--- src/rtl/branch_unit.sv ---
// Branch resolution unit: evaluates conditional branches in EX and raises mispredict redirects.
// The BHT predictor (2-bit counters) is built only when BRANCH_BHT_EN is defined; otherwise fetch predicts not-taken.
module branch_unit #(
    parameter int unsigned XLEN      = 32,
    parameter int unsigned BHT_DEPTH = 64,
    parameter int unsigned CNT_W     = 16
) (
    input  logic              clk,
    input  logic              rst_n,
    input  logic [XLEN-1:0]   if_pc,
    output logic              if_pred_taken,
    input  logic              ex_valid,
    input  logic              ex_branch,
    input  logic [2:0]        ex_fun3,
    input  logic [XLEN-1:0]   ex_op1,
    input  logic [XLEN-1:0]   ex_op2,
    input  logic [XLEN-1:0]   ex_pc,
    input  logic [XLEN-1:0]   ex_target,
    input  logic              ex_pred_taken,
    output logic              taken,
    output logic              flush,
    output logic [XLEN-1:0]   redirect_pc,
    output logic              illegal_br,
    output logic [CNT_W-1:0]  br_cnt,
    output logic [CNT_W-1:0]  mispred_cnt
);

    localparam int unsigned IDX_W = (BHT_DEPTH > 1) ? $clog2(BHT_DEPTH) : 1;

    logic              r_flush;
    logic [XLEN-1:0]   r_redirect_pc;
    logic              r_illegal_br;
    logic [CNT_W-1:0]  r_br_cnt;
    logic [CNT_W-1:0]  r_mispred_cnt;

    logic              w_resolve;
    logic              w_legal;
    logic              w_cond;
    logic              w_event;
    logic              w_mispred;
    logic              w_unused;

    // EX inputs in the flush cycle belong to the wrong path
    assign w_resolve = ex_valid & ex_branch & ~r_flush;

    // Branch condition decode
    always_comb begin
        w_cond  = 1'b0;
        w_legal = 1'b1;
        case (ex_fun3)
            3'b000:  w_cond = (ex_op1 == ex_op2);
            3'b001:  w_cond = (ex_op1 != ex_op2);
            3'b100:  w_cond = ($signed(ex_op1) <  $signed(ex_op2));
            3'b101:  w_cond = ($signed(ex_op1) >= $signed(ex_op2));
            3'b110:  w_cond = (ex_op1 <  ex_op2);
            3'b111:  w_cond = (ex_op1 >= ex_op2);
            default: w_legal = 1'b0;
        endcase
    end

    assign w_event   = w_resolve & w_legal;
    assign taken     = w_event & w_cond;
    assign w_mispred = w_event & (w_cond != ex_pred_taken);

    // Redirect, illegal pulse and saturating performance counters
    always_ff @(posedge clk or negedge rst_n) begin
        if (!rst_n) begin
            r_flush       <= 1'b0;
            r_redirect_pc <= '0;
            r_illegal_br  <= 1'b0;
            r_br_cnt      <= '0;
            r_mispred_cnt <= '0;
        end else begin
            r_flush      <= w_mispred;
            r_illegal_br <= w_resolve & ~w_legal;
            if (w_mispred) begin
                r_redirect_pc <= w_cond ? ex_target : ex_pc + XLEN'(4);
            end
            if (w_event && (r_br_cnt != {CNT_W{1'b1}})) begin
                r_br_cnt <= r_br_cnt + CNT_W'(1);
            end
            if (w_mispred && (r_mispred_cnt != {CNT_W{1'b1}})) begin
                r_mispred_cnt <= r_mispred_cnt + CNT_W'(1);
            end
        end
    end

    assign flush       = r_flush;
    assign redirect_pc = r_redirect_pc;
    assign illegal_br  = r_illegal_br;
    assign br_cnt      = r_br_cnt;
    assign mispred_cnt = r_mispred_cnt;

`ifdef BRANCH_BHT_EN
    logic [1:0]       r_bht [BHT_DEPTH];
    logic [IDX_W-1:0] w_if_idx;
    logic [IDX_W-1:0] w_ex_idx;

    assign w_if_idx = if_pc[IDX_W+1:2];
    assign w_ex_idx = ex_pc[IDX_W+1:2];

    // 2-bit saturating counters; lookup reads the pre-update value
    always_ff @(posedge clk or negedge rst_n) begin
        if (!rst_n) begin
            for (int i = 0; i < int'(BHT_DEPTH); i++) begin
                r_bht[i] <= 2'b01;
            end
        end else if (w_event) begin
            if (w_cond && (r_bht[w_ex_idx] != 2'b11)) begin
                r_bht[w_ex_idx] <= r_bht[w_ex_idx] + 2'd1;
            end else if (!w_cond && (r_bht[w_ex_idx] != 2'b00)) begin
                r_bht[w_ex_idx] <= r_bht[w_ex_idx] - 2'd1;
            end
        end
    end

    assign if_pred_taken = r_bht[w_if_idx][1];
`else
    assign if_pred_taken = 1'b0;
`endif

    assign w_unused = ^if_pc;

endmodule

--- config.mk ---
export PLATFORM = sky130hd
export DESIGN_NAME = branch_unit
export DESIGN_NICKNAME = d
export VERILOG_FILES = /design/src/rtl/branch_unit.sv
export SDC_FILE = /design/constraint.sdc
export NUM_CORES = 1
export LEC_CHECK = 0
export BUFFER_PORTS_ARGS = -buffer_cell sky130_fd_sc_hd__buf_2
export CAP_MARGIN = 20
export CORE_MARGIN = 3
export CORE_UTILIZATION = 35
export CTS_CLUSTER_SIZE = 25
export DETAILED_ROUTE_END_ITERATION = 7
export PLACE_DENSITY_LB_ADDON = 0.15
export SYNTH_ARGS = -nofsm -noshare
export SYNTH_HDL_FRONTEND = slang
export SYNTH_SLANG_ARGS = --single-unit
--- constraint.sdc ---
create_clock -name clk -period 2.8 [get_ports clk]
set_input_delay 0 -clock clk [delete_from_list [all_inputs] [get_ports clk]]
set_output_delay 0 -clock clk [all_outputs]
set_load 0.02 [all_outputs]
**Word level (Yosys, flattened, before mapping)**

Cells that the tools add are included.

- Input port bits: 168
- Bits in registers: 66
- Logic and storage cells: 37

- Add/subtract/negate cells: 3
- Equal/unequal tests: 10
- Bitwise logic cells: 8
- Reductions and logical operators: 4
- Magnitude comparators: 4
- Multiplexer cells: 3

Operators by type and width:

| operator | number |
|---|---|
| $ge A32 B32 Y1 | 2 |
| $lt A32 B32 Y1 | 2 |
| $add A16 B1 Y16 const B | 2 |
| $add A32 B3 Y32 const B | 1 |
| $eq A32 B32 Y1 | 1 |
| $mux W32 | 1 |
| $ne A16 B16 Y1 const B | 2 |
| $ne A32 B32 Y1 | 1 |
| $eq A3 B3 Y1 const B | 4 |
| $and A1 B1 Y1 | 6 |
| $pmux W1 S6 | 1 |
| $reduce_or A6 Y1 | 1 |
| $eq A3 B1 Y1 const B | 1 |
| $logic_not A3 Y1 | 1 |
| $logic_and A1 B1 Y1 | 2 |
| $not A1 Y1 | 2 |
| $mux W1 | 1 |
| $ne A1 B1 Y1 | 1 |

**Depth between registers and ports, before layout**

- Depth in word-level cells: 6
- Depth in mapped cells: 13
- Depth with buffers taken out: 10

**Least setup slack after synthesis**

OpenSTA, ideal clock, no wires.

- Kind: input -> register
- Start: input port ex_op2[31]
- End: register r_mispred_cnt[1], in the netlist mispred_cnt[1]
- Buffers on the path: 1
- Path slack: 0.372 ns
- Cell stages on the path: 11
- Data arrival time: 2.304 ns
- Library setup time: 0.125 ns
- Required time: 2.675 ns
- Path through: inv_1 -> ha_1 -> nand4_2 -> nor4_4 -> nor2b_1 -> a22oi_1 -> a211o_1 -> and3_1 -> buf_6 -> mux2i_1 -> mux2_2

- Longest elaborated chain between the ends: 5
- Elaborated cells between the ends (all ways): 10
- Those cells by class: order compare (4); eq/ne (3); mux (1); bitwise (1); reduce/logical (1)

Ends and longest elaborated chain:

| what | line | RTL |
|---|---|---|
| start, declared | 16 | `input logic [XLEN-1:0] ex_op2,` |
| $ge A32 B32 Y1, or another cell as far along | 56 | `3'b111: w_cond = (ex_op1 >= ex_op2);` |
| $pmux W1 S6 * | 50 | `case (ex_fun3)` |
| $ne A1 B1 Y1 * | 63 | `assign w_mispred = w_event & (w_cond != ex_pred_taken);` |
| $and A1 B1 Y1 * | 63 |  |
| $logic_and A1 B1 Y1 * | 82 | `if (w_mispred && (r_mispred_cnt != {CNT_W{1'b1}})) begin` |
| end signal, assigned | 83 | `r_mispred_cnt <= r_mispred_cnt + CNT_W'(1);` |
| end, declared | 34 | `logic [CNT_W-1:0] r_mispred_cnt;` |

Mark *: on every way between the ends. The rest lies on a longest branch, timed or not.
A chain may end at the register's enable or synchronous reset.

**Worst setup path after layout**

- Start: register r_mispred_cnt[0], in the netlist mispred_cnt[0]
- End: register r_mispred_cnt[15], in the netlist mispred_cnt[15]

- Longest elaborated chain between the ends: 2
- Elaborated cells between the ends (all ways): 3
- Those cells by class: add/sub (1); eq/ne (1); reduce/logical (1)

Ends and longest elaborated chain:

| what |
|---|
| parallel branches: the longest is 2 deep, another holds $add A16 B1 Y16 |

Several ways; the timed one is not identified.

==> results.sh <==
export IMPL_cts_buffer_depth=2
export IMPL_crit_chain="ha_1 -> and3_1 -> nand3_1 -> or3_1 -> nand4_1 -> nor2_1 -> nand4_1 -> mux2i_1 -> xor2_1"
export IMPL_die_w_um=134
export IMPL_cts_sinks=66
export IMPL_grt_pass1_wl_um=27600
export IMPL_cts_resized=0
export IMPL_crit_top_cell="nand4_1"
export IMPL_fin_area_um2=7430
export IMPL_drc=0
export IMPL_drtPass1Iterations=5
export IMPL_fmaxAchievable_mhz=391
export IMPL_power_frac_comb=0.340
export IMPL_grt_ovfl_total=0
export IMPL_path_buf_inv=0
export IMPL_synth_area_top_cells="dfrtp_1 (29%), mux2i_1 (8.9%), ha_1 (7.6%), xnor2_1 (5.9%), nor2_1 (5.1%)"
export IMPL_post_cts_buffers=0
export IMPL_vias=5637
export IMPL_grt_max_degree=74
export IMPL_start_util=0.359
export IMPL_ys_seq_elements=66
export IMPL_drtIter0Drc=341
export IMPL_tns_ns=0
export IMPL_rows=46
export IMPL_crit_type="reg -> reg"
export IMPL_final_setup_viol_count=0
export IMPL_synth_edf_count=0
export IMPL_placed_area_um2=7060
export IMPL_area_growth_pct=29.2
export IMPL_fin_skew_ns=0.00885
export IMPL_grt_usage=0.188
export IMPL_grt_pass1_vias=5461
export IMPL_slew_headroom=0.468
export IMPL_synthArstFlopShare=1.00
export IMPL_ys_types=51
export IMPL_slew_violations=0
export IMPL_place_hpwl_um=12700
export IMPL_drt_total_wl_um=17000
export IMPL_end_kind="register"
export IMPL_worstPathMaxFanout=11
export IMPL_clock_root_buffer="clkbuf_16"
export IMPL_gp_congestion=0.806
export IMPL_multi_input_area_um2=3720
export IMPL_register_area_um2=1650
export IMPL_netlist_area_um2=5750
export IMPL_clkTransAtPathRegs_ns=0.06
export IMPL_final_nets=1100
export IMPL_worstSetupStartpointType="register"
export IMPL_critPathRequiredTime_ns=3.07
export IMPL_worst_pin_slew_ns=0.797
export IMPL_synth_area_per_cell_um2=8.22
export IMPL_antenna_found_initial=1
export IMPL_hold_path_class="in -> reg"
export IMPL_seq_power_share=0.334
export IMPL_status="complete, no violations"
export IMPL_vdd_drop_max_uv=326
export IMPL_synth_area_leader_cell="dfrtp_1"
export IMPL_crit_family="simple AND/OR/NAND/NOR gates"
export IMPL_p_leak_nw=3.68
export IMPL_synth_top_cell_area_share=0.287
export IMPL_fillers=1709
export IMPL_hold_viol_final=0
export IMPL_cap_violations=0
export IMPL_die_h_um=134
export IMPL_clock_latency_ns=0.34
export IMPL_n_antenna_cell=0
export IMPL_port_buffer_count=202
export IMPL_detail_route_antenna_nets=0
export IMPL_h_tree_depth=3
export IMPL_hold_buffers=5
export IMPL_cts_tree="built"
export IMPL_synth_ff_type="dfrtp_1"
export IMPL_die_area_um2=18000
export IMPL_fin_crit_sh=0.914
export IMPL_io_pins=236
export IMPL_rsz0062_at_grt="false"
export IMPL_ys_warnings_count=0
export IMPL_wl_per_cell_um=15.2
export IMPL_clkPwrFrac=0.326
export IMPL_synth_nets=903
export IMPL_synth_seq_area_share=0.287
export IMPL_min_period_ns=2.56
export IMPL_power_switching_mw=1.40
export IMPL_core_um2=16000
export IMPL_switching_share=0.361
export IMPL_arrival_ns=2.83
export IMPL_p_int_mw=2.47
export IMPL_cts_buffers=9
export IMPL_max_stage_delay_ns=0.45
export IMPL_viasPerCell=5.04
export IMPL_postLayoutCoreUtil=0.464
export IMPL_synthCells=700
export IMPL_layout_drive_gt1_share=0.289
export IMPL_power_density_nw_per_um2=521
export IMPL_cp_slowest_cell="nand4_1"
[Yosys cell counts (2+ instances only)]
cell type,count
o21bai_1,4
and3_1,14
nor2b_1,3
clkbuf_1,29
buf_4,5
and4_1,2
mux2_2,2
a21oi_1,23
or3_1,6
nand4_1,32
nand2_1,41
mux2_4,2
o21ai_0,11
a311oi_1,6
xnor2_1,39
mux2i_1,51
o211a_1,4
buf_6,2
or2_2,4
a211o_1,2
and2_1,4
nor2_1,78
a31oi_1,19
nand2b_1,34
inv_1,53
nor3_1,16
ha_1,35
buf_2,4
nand3_1,38
o221a_2,8
nor4_1,18
a211oi_2,2
xor2_1,17
dfrtp_1,66
a211oi_1,10
[flip-flops by register name, summed over array words and instances, names as in the netlist]
name,cells
br_cnt,16
flush,1
illegal_br,1
mispred_cnt,16
redirect_pc,32
[cells in the final DEF, fill, tap and decap left out, types with 5 or more instances in the layout]
master / count
a211oi_1: 10
a21oi_1: 22
a311oi_1: 6
a31oi_1: 19
and3_1: 13
buf_2: 202
buf_4: 16
clkbuf_16: 9
dfrtp_1: 66
dlygate4sd3_1: 5
ha_1: 35
inv_1: 53
mux2i_1: 51
nand2_1: 41
nand2b_1: 34
nand3_1: 38
nand4_1: 32
nor2_1: 78
nor3_1: 16
nor4_1: 18
o21ai_0: 11
o221a_2: 8
or3_1: 6
xnor2_1: 39
xor2_1: 17
[through the flow]
step                power [mW]  worst slack (ns)  std cells  hold WS [ns]
floorplan                 2.14             0.372        700        -0.296
CTS                       3.93             0.307       1118      0.000480
detailed placement        2.63             0.129       1097         0.137
finish                    3.87             0.240       1118        0.0247
global placement          2.62             0.175       1097         0.130
global route              4.12            0.0484       1118        0.0315
[path summary, 6_finish.rpt]
check | end | depth (start not counted) | start | slack (ns)
max | mispred_cnt[15] | 9 | mispred_cnt[0] | 0.24
min reg2reg | mispred_cnt[15] | 1 | mispred_cnt[15] | 0.50
min | redirect_pc[26] | 3 | ex_target[26] | 0.02
max reg2reg | mispred_cnt[15] | 9 | mispred_cnt[0] | 0.24
min in group asynchronous | mispred_cnt[15] | 2 | rst_n | 0.28
max in group asynchronous | redirect_pc[0] | 3 | rst_n | 1.72
[tightest hold or removal path: cells and delay by family]
| kind | cells | cell delay [ns] |
|---|---|---|
| buf+inv | 1 | 0.10 |
| simple gates | 2 | 0.22 |
[cell families after synthesis]
group | after synthesis | synth area share
multiplexers | 56 | 0.0999
XOR/XNOR | 56 | 0.0853
other | 1 | 0.000652
AO/OA/AOI/OAI | 96 | 0.118
flip-flops | 66 | 0.287
buffers and inverters | 94 | 0.0681
adder cells (fa/ha/maj) | 35 | 0.0762
AND/OR/NAND/NOR | 296 | 0.264
[layer usage]
layer	GRT usage	part of all wire
met5	0	0.00047
met4	0.0345	0.0058
met3	0.0518	0.069
met2	0.296	0.45
met1	0.263	0.47
[power by group through the flow]
stage               Sequential, mW  Combinational, mW  Clock, mW
finish                        1.29               1.32       1.26
CTS                           1.29               1.33       1.31
detailed placement            1.31               1.32          0
global route                  1.32               1.46       1.34
global placement              1.30               1.32          0
floorplan                     1.47              0.668          0
[final cells by class]
type | instances | share of cell area
Inverter | 53 | 0.0268
Tap cell | 216 | 0.0364
Multi-Input combinational cell | 540 | 0.501
Sequential cell | 66 | 0.222
Clock inverter | 7 | 0.0136
Timing Repair Buffer | 227 | 0.170
Clock buffer | 9 | 0.0303
(Power assumes the default switching activity.)
